**src/rtl/frame_tx_crc_if.sv**
```systemverilog
// Byte-in / bit-out handshake bundle for the ISO 14443-3A transmit frame builder.
// The slave modport is the frame builder and the master modport is the application or encoder side.
interface frame_tx_crc_if;
    logic [7:0]  in_data;
    logic        in_valid;
    logic        in_last;
    logic        in_crc;
    logic        in_ready;
    logic        out_data;
    logic        out_valid;
    logic        out_ready;
    logic        out_sof;
    logic        out_eof;
    logic [15:0] crc;
    logic        busy;

    modport master (
        output in_data, in_valid, in_last, in_crc, out_ready,
        input  in_ready, out_data, out_valid, out_sof, out_eof, crc, busy
    );

    modport slave (
        input  in_data, in_valid, in_last, in_crc, out_ready,
        output in_ready, out_data, out_valid, out_sof, out_eof, crc, busy
    );
endinterface

```
**src/rtl/frame_tx_crc.sv**
```systemverilog
// ISO 14443-3A transmit frame builder: serialises bytes LSb first, computes CRC_A, optionally appends CRC.
// Define FRAME_TX_PARITY_EN to append an odd parity bit to every byte; otherwise bytes are 8 bits.
module frame_tx_crc #(
    parameter logic [15:0] CRC_INIT = 16'h6363
) (
    input  logic          clk,
    input  logic          rst,
    frame_tx_crc_if.slave tx_if
);
    typedef enum logic [1:0] {IDLE, DATA, CRC_LO, CRC_HI} state_t;

`ifdef FRAME_TX_PARITY_EN
    localparam logic [3:0] LAST_BIT = 4'd8;
`else
    localparam logic [3:0] LAST_BIT = 4'd7;
`endif

    state_t      state_q, state_d;
    logic [8:0]  sh_q, sh_d;
    logic [3:0]  cnt_q, cnt_d;
    logic        vld_q, vld_d;
    logic        sof_q, sof_d;
    logic        eof_q, eof_d;
    logic        busy_q, busy_d;
    logic [15:0] crc_q, crc_d;
    logic [7:0]  hold_q, hold_d;
    logic        hold_full_q, hold_full_d;
    logic        hold_last_q, hold_last_d;
    logic        cur_last_q, cur_last_d;
    logic        last_acc_q, last_acc_d;
    logic        crc_en_q, crc_en_d;
    logic        rdy_en_q;
    logic        in_ready;
    logic        accept;
    logic        consume;
    logic        byte_done;
    logic        need_byte;

    function automatic logic [8:0] frame_byte(input logic [7:0] b);
        return {~^b, b};
    endfunction

    function automatic logic [15:0] crc_step(input logic [15:0] c, input logic b);
        return (c >> 1) ^ ((b ^ c[0]) ? 16'h8408 : 16'h0000);
    endfunction

    // No new bytes once the last data byte of the frame has been taken.
    assign in_ready  = rdy_en_q & ~hold_full_q & ~last_acc_q;
    assign accept    = tx_if.in_valid & in_ready;
    assign consume   = vld_q & tx_if.out_ready;
    assign byte_done = consume & (cnt_q == LAST_BIT);
    assign need_byte = (state_q == DATA) & (byte_done ? ~cur_last_q : ~vld_q);

    always_comb begin
        state_d     = state_q;
        sh_d        = sh_q;
        cnt_d       = cnt_q;
        vld_d       = vld_q;
        sof_d       = sof_q;
        busy_d      = busy_q;
        crc_d       = crc_q;
        hold_d      = hold_q;
        hold_full_d = hold_full_q;
        hold_last_d = hold_last_q;
        cur_last_d  = cur_last_q;
        last_acc_d  = last_acc_q;
        crc_en_d    = crc_en_q;

        if (consume) begin
            sof_d = 1'b0;
            if (state_q == DATA && cnt_q < 4'd8) begin
                crc_d = crc_step(crc_q, sh_q[0]);
            end
            sh_d  = {1'b0, sh_q[8:1]};
            cnt_d = cnt_q + 4'd1;
            if (byte_done) begin
                vld_d = 1'b0;
            end
        end

        case (state_q)
            IDLE: begin
                if (accept) begin
                    crc_d      = CRC_INIT;
                    crc_en_d   = tx_if.in_crc;
                    cur_last_d = tx_if.in_last;
                    last_acc_d = tx_if.in_last;
                    sh_d       = frame_byte(tx_if.in_data);
                    cnt_d      = 4'd0;
                    vld_d      = 1'b1;
                    sof_d      = 1'b1;
                    busy_d     = 1'b1;
                    state_d    = DATA;
                end
            end
            DATA: begin
                // A byte arriving on the edge the shifter frees up bypasses the holding register.
                if (need_byte && hold_full_q) begin
                    sh_d        = frame_byte(hold_q);
                    cnt_d       = 4'd0;
                    vld_d       = 1'b1;
                    hold_full_d = 1'b0;
                    cur_last_d  = hold_last_q;
                end else if (need_byte && accept) begin
                    sh_d       = frame_byte(tx_if.in_data);
                    cnt_d      = 4'd0;
                    vld_d      = 1'b1;
                    cur_last_d = tx_if.in_last;
                end else if (accept) begin
                    hold_d      = tx_if.in_data;
                    hold_full_d = 1'b1;
                    hold_last_d = tx_if.in_last;
                end
                if (accept) begin
                    last_acc_d = tx_if.in_last;
                end
                if (byte_done && cur_last_q) begin
                    if (crc_en_q) begin
                        // crc_d already includes d7 when there is no parity bit.
                        sh_d    = frame_byte(crc_d[7:0]);
                        cnt_d   = 4'd0;
                        vld_d   = 1'b1;
                        state_d = CRC_LO;
                    end else begin
                        busy_d     = 1'b0;
                        last_acc_d = 1'b0;
                        state_d    = IDLE;
                    end
                end
            end
            CRC_LO: begin
                if (byte_done) begin
                    sh_d    = frame_byte(crc_q[15:8]);
                    cnt_d   = 4'd0;
                    vld_d   = 1'b1;
                    state_d = CRC_HI;
                end
            end
            default: begin
                if (byte_done) begin
                    busy_d     = 1'b0;
                    last_acc_d = 1'b0;
                    state_d    = IDLE;
                end
            end
        endcase

        eof_d = vld_d & (cnt_d == LAST_BIT) &
                (((state_d == DATA) & cur_last_d & ~crc_en_d) | (state_d == CRC_HI));
    end

    always_ff @(posedge clk) begin
        if (rst) begin
            state_q     <= IDLE;
            sh_q        <= '0;
            cnt_q       <= '0;
            vld_q       <= 1'b0;
            sof_q       <= 1'b0;
            eof_q       <= 1'b0;
            busy_q      <= 1'b0;
            crc_q       <= CRC_INIT;
            hold_full_q <= 1'b0;
            cur_last_q  <= 1'b0;
            last_acc_q  <= 1'b0;
            crc_en_q    <= 1'b0;
            rdy_en_q    <= 1'b0;
        end else begin
            state_q     <= state_d;
            sh_q        <= sh_d;
            cnt_q       <= cnt_d;
            vld_q       <= vld_d;
            sof_q       <= sof_d;
            eof_q       <= eof_d;
            busy_q      <= busy_d;
            crc_q       <= crc_d;
            hold_full_q <= hold_full_d;
            cur_last_q  <= cur_last_d;
            last_acc_q  <= last_acc_d;
            crc_en_q    <= crc_en_d;
            rdy_en_q    <= 1'b1;
        end
    end

    always_ff @(posedge clk) begin
        hold_q      <= hold_d;
        hold_last_q <= hold_last_d;
    end

    assign tx_if.in_ready  = in_ready;
    assign tx_if.out_data  = sh_q[0];
    assign tx_if.out_valid = vld_q;
    assign tx_if.out_sof   = sof_q;
    assign tx_if.out_eof   = eof_q;
    assign tx_if.crc       = crc_q;
    assign tx_if.busy      = busy_q;
endmodule

```
**src/flat_wrapper.sv**
```systemverilog
// flat-port wrapper written by rule: the top's interface ports become plain ports
module frame_tx_crc_flat 
#(
    parameter logic [15:0] CRC_INIT = 16'h6363
)
  (clk, rst, tx_if_in_data, tx_if_in_valid, tx_if_in_last, tx_if_in_crc, tx_if_out_ready, tx_if_in_ready, tx_if_out_data, tx_if_out_valid, tx_if_out_sof, tx_if_out_eof, tx_if_crc, tx_if_busy);
  frame_tx_crc_if tx_if_i ();
  input  logic clk;
  input  logic rst;
  input wire logic [$bits(tx_if_i.in_data)-1:0] tx_if_in_data;
  input wire logic [$bits(tx_if_i.in_valid)-1:0] tx_if_in_valid;
  input wire logic [$bits(tx_if_i.in_last)-1:0] tx_if_in_last;
  input wire logic [$bits(tx_if_i.in_crc)-1:0] tx_if_in_crc;
  input wire logic [$bits(tx_if_i.out_ready)-1:0] tx_if_out_ready;
  output wire logic [$bits(tx_if_i.in_ready)-1:0] tx_if_in_ready;
  output wire logic [$bits(tx_if_i.out_data)-1:0] tx_if_out_data;
  output wire logic [$bits(tx_if_i.out_valid)-1:0] tx_if_out_valid;
  output wire logic [$bits(tx_if_i.out_sof)-1:0] tx_if_out_sof;
  output wire logic [$bits(tx_if_i.out_eof)-1:0] tx_if_out_eof;
  output wire logic [$bits(tx_if_i.crc)-1:0] tx_if_crc;
  output wire logic [$bits(tx_if_i.busy)-1:0] tx_if_busy;
  assign tx_if_i.in_data = tx_if_in_data;
  assign tx_if_i.in_valid = tx_if_in_valid;
  assign tx_if_i.in_last = tx_if_in_last;
  assign tx_if_i.in_crc = tx_if_in_crc;
  assign tx_if_i.out_ready = tx_if_out_ready;
  assign tx_if_in_ready = tx_if_i.in_ready;
  assign tx_if_out_data = tx_if_i.out_data;
  assign tx_if_out_valid = tx_if_i.out_valid;
  assign tx_if_out_sof = tx_if_i.out_sof;
  assign tx_if_out_eof = tx_if_i.out_eof;
  assign tx_if_crc = tx_if_i.crc;
  assign tx_if_busy = tx_if_i.busy;
  frame_tx_crc #(.CRC_INIT(CRC_INIT)) u_core (.clk(clk), .rst(rst), .tx_if(tx_if_i));
endmodule
```
**config.mk**
```make
export PLATFORM = sky130hd
export DESIGN_NAME = frame_tx_crc_flat
export DESIGN_NICKNAME = d
export VERILOG_FILES = /design/src/rtl/frame_tx_crc_if.sv /design/src/rtl/frame_tx_crc.sv /design/src/flat_wrapper.sv
export SDC_FILE = /design/constraint.sdc
export NUM_CORES = 1
export LEC_CHECK = 0
export CAP_MARGIN = 20
export CORE_UTILIZATION = 47
export CTS_BUF_LIST = sky130_fd_sc_hd__clkbuf_2
export DETAILED_ROUTE_END_ITERATION = 8
export GPL_ROUTABILITY_DRIVEN = 0
export PLACE_DENSITY = 0.78
export SYNTH_ARGS = -nofsm -noshare
export SYNTH_HDL_FRONTEND = slang
export SYNTH_SLANG_ARGS = --single-unit
```
**constraint.sdc**
```tcl
create_clock -name clk -period 2.5 [get_ports clk]
set_clock_uncertainty 0.1 [all_clocks]
set_input_delay 0.5 -clock clk [delete_from_list [all_inputs] [get_ports clk]]
set_output_delay 0.5 -clock clk [all_outputs]
set_load 0.005 [all_outputs]
```
# Yosys cells after proc, flatten, opt, wreduce, memory -nomap -nowiden
# Cells that the tools add are included.
# word_totals
elab_cells	121
register_bits	49
output_inout_bits	22
inputBits	14
# classes
n_mux	58
bitwise_logic	21
n_addsub	1
reduce_logical	15
n_eq_ne	10
order_cmp	1
# op_table
op	count
$mux 16	5
$mux 9	7
$reduce_xnor 8->1	4
$mux 4	7
$mux 1	27
$pmux 9 s3	1
$xor 15x16->16	1
$pmux 4 s3	1
$and 1x1->1	10
$mux 2	5
$pmux 1 s3	3
$eq 4x3->1 const B	2
$not 1->1	8
$pmux 2 s3	1
$reduce_and 5->1	1
$add 4x1->4 const B	1
$eq 2x1->1 const B	2
$eq 2x2->1 const B	2
$logic_and 1x1->1	4
$lt 4x4->1 const B	1
$ne 2x1->1 const B	2
$ne 2x2->1 const B	2
$reduce_and 4->1	1
$reduce_and 3->1	1
other kinds (7)	7

# Logic depth before layout (Yosys ltp)
# logic_depth
ltp_word	13
mapped_depth	9
mapped_depth_nobuf	7

# Worst setup path after synthesis
# OpenSTA, ideal clock, no wires.
# synth_path
path_kind	input port to flip-flop
startpoint	in tx_if_out_ready
endpoint	reg u_core.sh_q[4]
path_buffers	2
path_slack_ns	0.518
arrival_ns	1.786
t_required_ns	2.305
setup_ns	0.095
stages	8
path_cell_list	nand2_2 > or3_1 > buf_2 > buf_6 > mux2i_1 > a2bb2oi_1 > o211ai_1 > a221oi_1
# synth_via
elab_chain_cells	10
elab_cells_between_ends	16
classes_between	mux: 10; bitwise: 3; reduce/logical: 3
# synth_lines
item	line	source
start: declaration	flat_wrapper.sv:14	input wire logic [$bits(tx_if_i.out_ready)-1:0] tx_if_out_ready;
$and 1x1->1 (*)	frame_tx_crc.sv:50	assign consume = vld_q & tx_if.out_ready;
$and 1x1->1	frame_tx_crc.sv:51	assign byte_done = consume & (cnt_q == LAST_BIT);
$mux 1	frame_tx_crc.sv:52	assign need_byte = (state_q == DATA) & (byte_done ? ~cur_last_q : ~vld_q);
$and 1x1->1	frame_tx_crc.sv:52	
$logic_and 1x1->1	frame_tx_crc.sv:104	end else if (need_byte && accept) begin
$mux 9	frame_tx_crc.sv:104	
$mux 9	frame_tx_crc.sv:98	if (need_byte && hold_full_q) begin
$mux 9	frame_tx_crc.sv:118	if (crc_en_q) begin
$mux 9	frame_tx_crc.sv:117	if (byte_done && cur_last_q) begin
$pmux 9 s3 (*)	frame_tx_crc.sv:81	case (state_q)
end signal: assignment	frame_tx_crc.sv:155	sh_q <= '0;
end signal: assignment	frame_tx_crc.sv:169	sh_q <= sh_d;
end: declaration	frame_tx_crc.sv:19	logic [8:0] sh_q, sh_d;
# Mark *: on every way between the ends. The rest lies on a longest branch, timed or not.
# A chain may end at the register's enable or synchronous reset.

# Worst setup path in the final report
# layout_path
startpoint	reg u_core.cnt_q[0]
endpoint	reg u_core.sh_q[0]
# layout_via
elab_chain_cells	10
elab_cells_between_ends	17
classes_between	order compare: 1; eq/ne: 1; mux: 9; bitwise: 2; reduce/logical: 4
# layout_lines
item	line	source
start: declaration	frame_tx_crc.sv:20	logic [3:0] cnt_q, cnt_d;
start signal: assignment	frame_tx_crc.sv:170	cnt_q <= cnt_d;
$eq 4x3->1	frame_tx_crc.sv:51	
$and 1x1->1	frame_tx_crc.sv:51	
$mux 1	frame_tx_crc.sv:52	
$and 1x1->1	frame_tx_crc.sv:52	
$logic_and 1x1->1	frame_tx_crc.sv:104	
$mux 9	frame_tx_crc.sv:104	
$mux 9	frame_tx_crc.sv:98	
$mux 9	frame_tx_crc.sv:118	
$mux 9	frame_tx_crc.sv:117	
$pmux 9 s3 (*)	frame_tx_crc.sv:81	
# Marks and branches as above.

==> reports/metrics.yaml <==
status: "finished, final reports clean"
drc: 0
ctsResizeCount: 0
cts_setup_buffers: 0
place_ws_ns: -0.116
core_sq_mm: 0.00596
cp_slowest_stage_delay_ns: 0.49
synth.yosys.warnings: 0
p_leak_nw: 1.37
cp.arrival_ns: 2.58
cts_buffers: 5
relSlewSlack: 0.632
grt_start_max_net_pins: 20
path_class: "flip-flop to flip-flop"
post_synth.cell_area_avg_sq_um: 8.78
crit_family: "compound AO/OA/AOI/OAI gates"
ys_seq_area_frac: 0.366
setup_slack_ns: 0.174
synth_edf_count: 9
slew_viol_final: 0
met3WireLength_microns: 719
numClockSinks: 49
grt_pass1_vias: 2683
wl_per_cell_microns: 17.9
max_freq_mhz: 430
fillers: 523
min_period_over_period: 0.931
area_delta_synth_final_pct: 25.2
clk_pin_slew_ns: 0.24
synth.top_cell.area_share: 0.274
met2_length_mm: 3.82
synth.distinct_cells: 57
drtPass1Iterations: 5
min_period_ns: 2.33
worst_ep_required_time_ns: 2.76
cts_tree: "yes"
yosys-top-cells-area: "dfxtp_1 (27%), xnor2_1 (9.3%), edfxtp_1 (9.2%)"
min_to: "u_core.cnt_q[1]"
cp-end-kind: "flip-flop"
grt_pass1_wl_mm: 13.9
ys_ff_latch: 49
num_rows: 28
synth_fp_nets: 348
min_path_cells: 2
drive_above_1_share: 0.177
max-cap-violations: 0
async_flop_share: 0
cts.hold.buffers_added: 0
fp.dieW_microns: 80.9
yosys.area.top_type: "dfxtp_1"
portBuffers: 35
r2r_end: "u_core.sh_q[0]"
wl_mm: 8.54
routed_via_density: 6.03
grt_setup_unrepaired: "false"
worst_pin_slew_ns: 0.550
hold_violations: 0
vias: 2872
synthCells: 333
clkLatencyLatePin_ns: 0.45
wl_met1_mm: 3.74
overflow: 0
multiInputGateArea_sq_mm: 0.00174
min_from: "u_core.cnt_q[1]"
seqCellArea_sq_mm: 0.00107
ir_drop_uv: 285
rr_startpoint: "u_core.cnt_q[0]"
cts_buffer_depth: 2
diodes: 0
drtIter0Drc: 413
ys.flop_type: "dfxtp_1"
cts_root_buffer: "clkbuf_2"
cellPowerDensity_mw_per_mm2: 477
grtUsageTotal: 0.282
die_h_microns: 80.9
grt_antenna_before_repair: 0
hp-class: "flip-flop to flip-flop"
crit_fanout: 6
crit_path_cell_trace: "ha_1, and4b_4, a21oi_2, buf_12, nor3_4, a22oi_1, o211a_1, o32ai_2"
htreeDepth: 2
reg2regPathDepth: 8
dp_hpwl_mm: 6.48
initial_core_util: 0.491
dieArea_sq_mm: 0.00654
cp-start-kind: "flip-flop"
io_pins: 36
ant_nets: 0
dr.max_layer_used: "met4"
final_nets: 415
cp_slowest_cell: "dfxtp_1"
worst-path-buf-inv: 1
total_power_mw: 1.75
tns_ns: 0
holdWs_ns: 0.430
synth_area_sq_mm: 0.00293
r2r_slack_ns: 0.17
setup_violations: 0
## flip-flops by register name, summed over array words and instances (netlist names), 2 cells and up
name and cells:
u_core.hold_q 8, u_core.sh_q 9, u_core.state_q 2, u_core.cnt_q 4, u_core.tx_if.crc 16
## routing by layer
layer  global-route usage  vias to the layer above
met5                    0                        -
met2                0.447                      155
met3               0.0551                       26
met1                0.375                     1342
li1                     -                     1349
met4                0.113                        0
## synth_stat cells, drive strengths merged (3+ instances only)
library cell	count
a211oi	4
a21oi	40
a221oi	7
a22oi	4
a2bb2oi	6
buf	10
clkbuf	6
dfxtp	40
edfxtp	9
inv	5
mux2	5
mux2i	15
nand2	33
nand2b	3
nand3	13
nor2	36
nor2b	3
nor3	12
o211ai	9
o21ai	7
o22ai	3
o31ai	3
xnor2	31
xor2	5
## final cells by class
| class | instances | area share |
|---|---|---|
| Clock buffer | 6 | 0.00820 |
| Clock inverter | 2 | 0.00922 |
| Inverter | 6 | 0.00615 |
| Multi-Input combinational cell | 262 | 0.475 |
| Sequential cell | 49 | 0.292 |
| Tap cell | 75 | 0.0256 |
| Timing Repair Buffer | 76 | 0.183 |
## worst register-to-register path, stage by stage (launching register included)
cell	delay (ns)
dfxtp_1	0.49
ha_1	0.26
and4b_4	0.28
a21oi_2	0.09
buf_12	0.15
nor3_4	0.29
a22oi_1	0.15
o211a_1	0.13
o32ai_2	0.30
## how the worst max path moves through the flow
stage / from / to / slack (ns) / depth (start not counted)
2_1_floorplan: tx_if_out_ready / u_core.sh_q[4] / 0.52 / 8
3_3_place_gp: tx_if_out_ready / u_core.tx_if.out_eof / -0.07 / 8
3_5_place_dp: tx_if_out_ready / u_core.sh_q[4] / -0.12 / 7
4_1_cts: u_core.tx_if.out_valid / tx_if_out_valid / 0.25 / 1
5_1_grt: u_core.cnt_q[0] / u_core.sh_q[4] / 0.1 / 7
6_report: u_core.cnt_q[0] / u_core.sh_q[0] / 0.17 / 8
## layout by cell type (no fill, tap or decap), types with 4 or more instances in the layout
cell / count
edfxtp_1: 9
inv_1: 5
clkdlybuf4s50_1: 35
nand3_1: 13
nor2_1: 33
a22oi_1: 4
xnor2_1: 31
a21oi_1: 39
nand2_1: 32
mux2_2: 5
a2bb2oi_1: 6
xor2_1: 5
o211ai_1: 8
a211oi_1: 4
nor3_1: 10
o21ai_0: 5
clkbuf_2: 6
a221oi_1: 7
dfxtp_1: 40
mux2i_1: 15
buf_4: 40
## logic make-up after synthesis
family                     share of synthesized area
AOI/OAI and AO/OA                              0.225
DFF                                            0.366
buffers and inverters                         0.0385
and+or+nand+nor                                0.188
muxes                                         0.0706
xor gates and xnor gates                       0.108
adders and majority gates                    0.00428
## through the flow
stage,cells,area (sq um),utilization
floorplan,333,2930,-
global placement,468,3600,0.604
detailed placement,468,3600,0.604
CTS,476,3660,0.615
global route,476,3660,0.615
finish,476,3660,0.615
## where the power goes
part           internal [mW]  leakage, nW  switching, mW
logic                  0.203        0.919          0.234
registers              0.837        0.406         0.0399
clock network          0.170       0.0406          0.263
total                   1.21         1.37          0.537
Power figures use the tool's default switching activity.
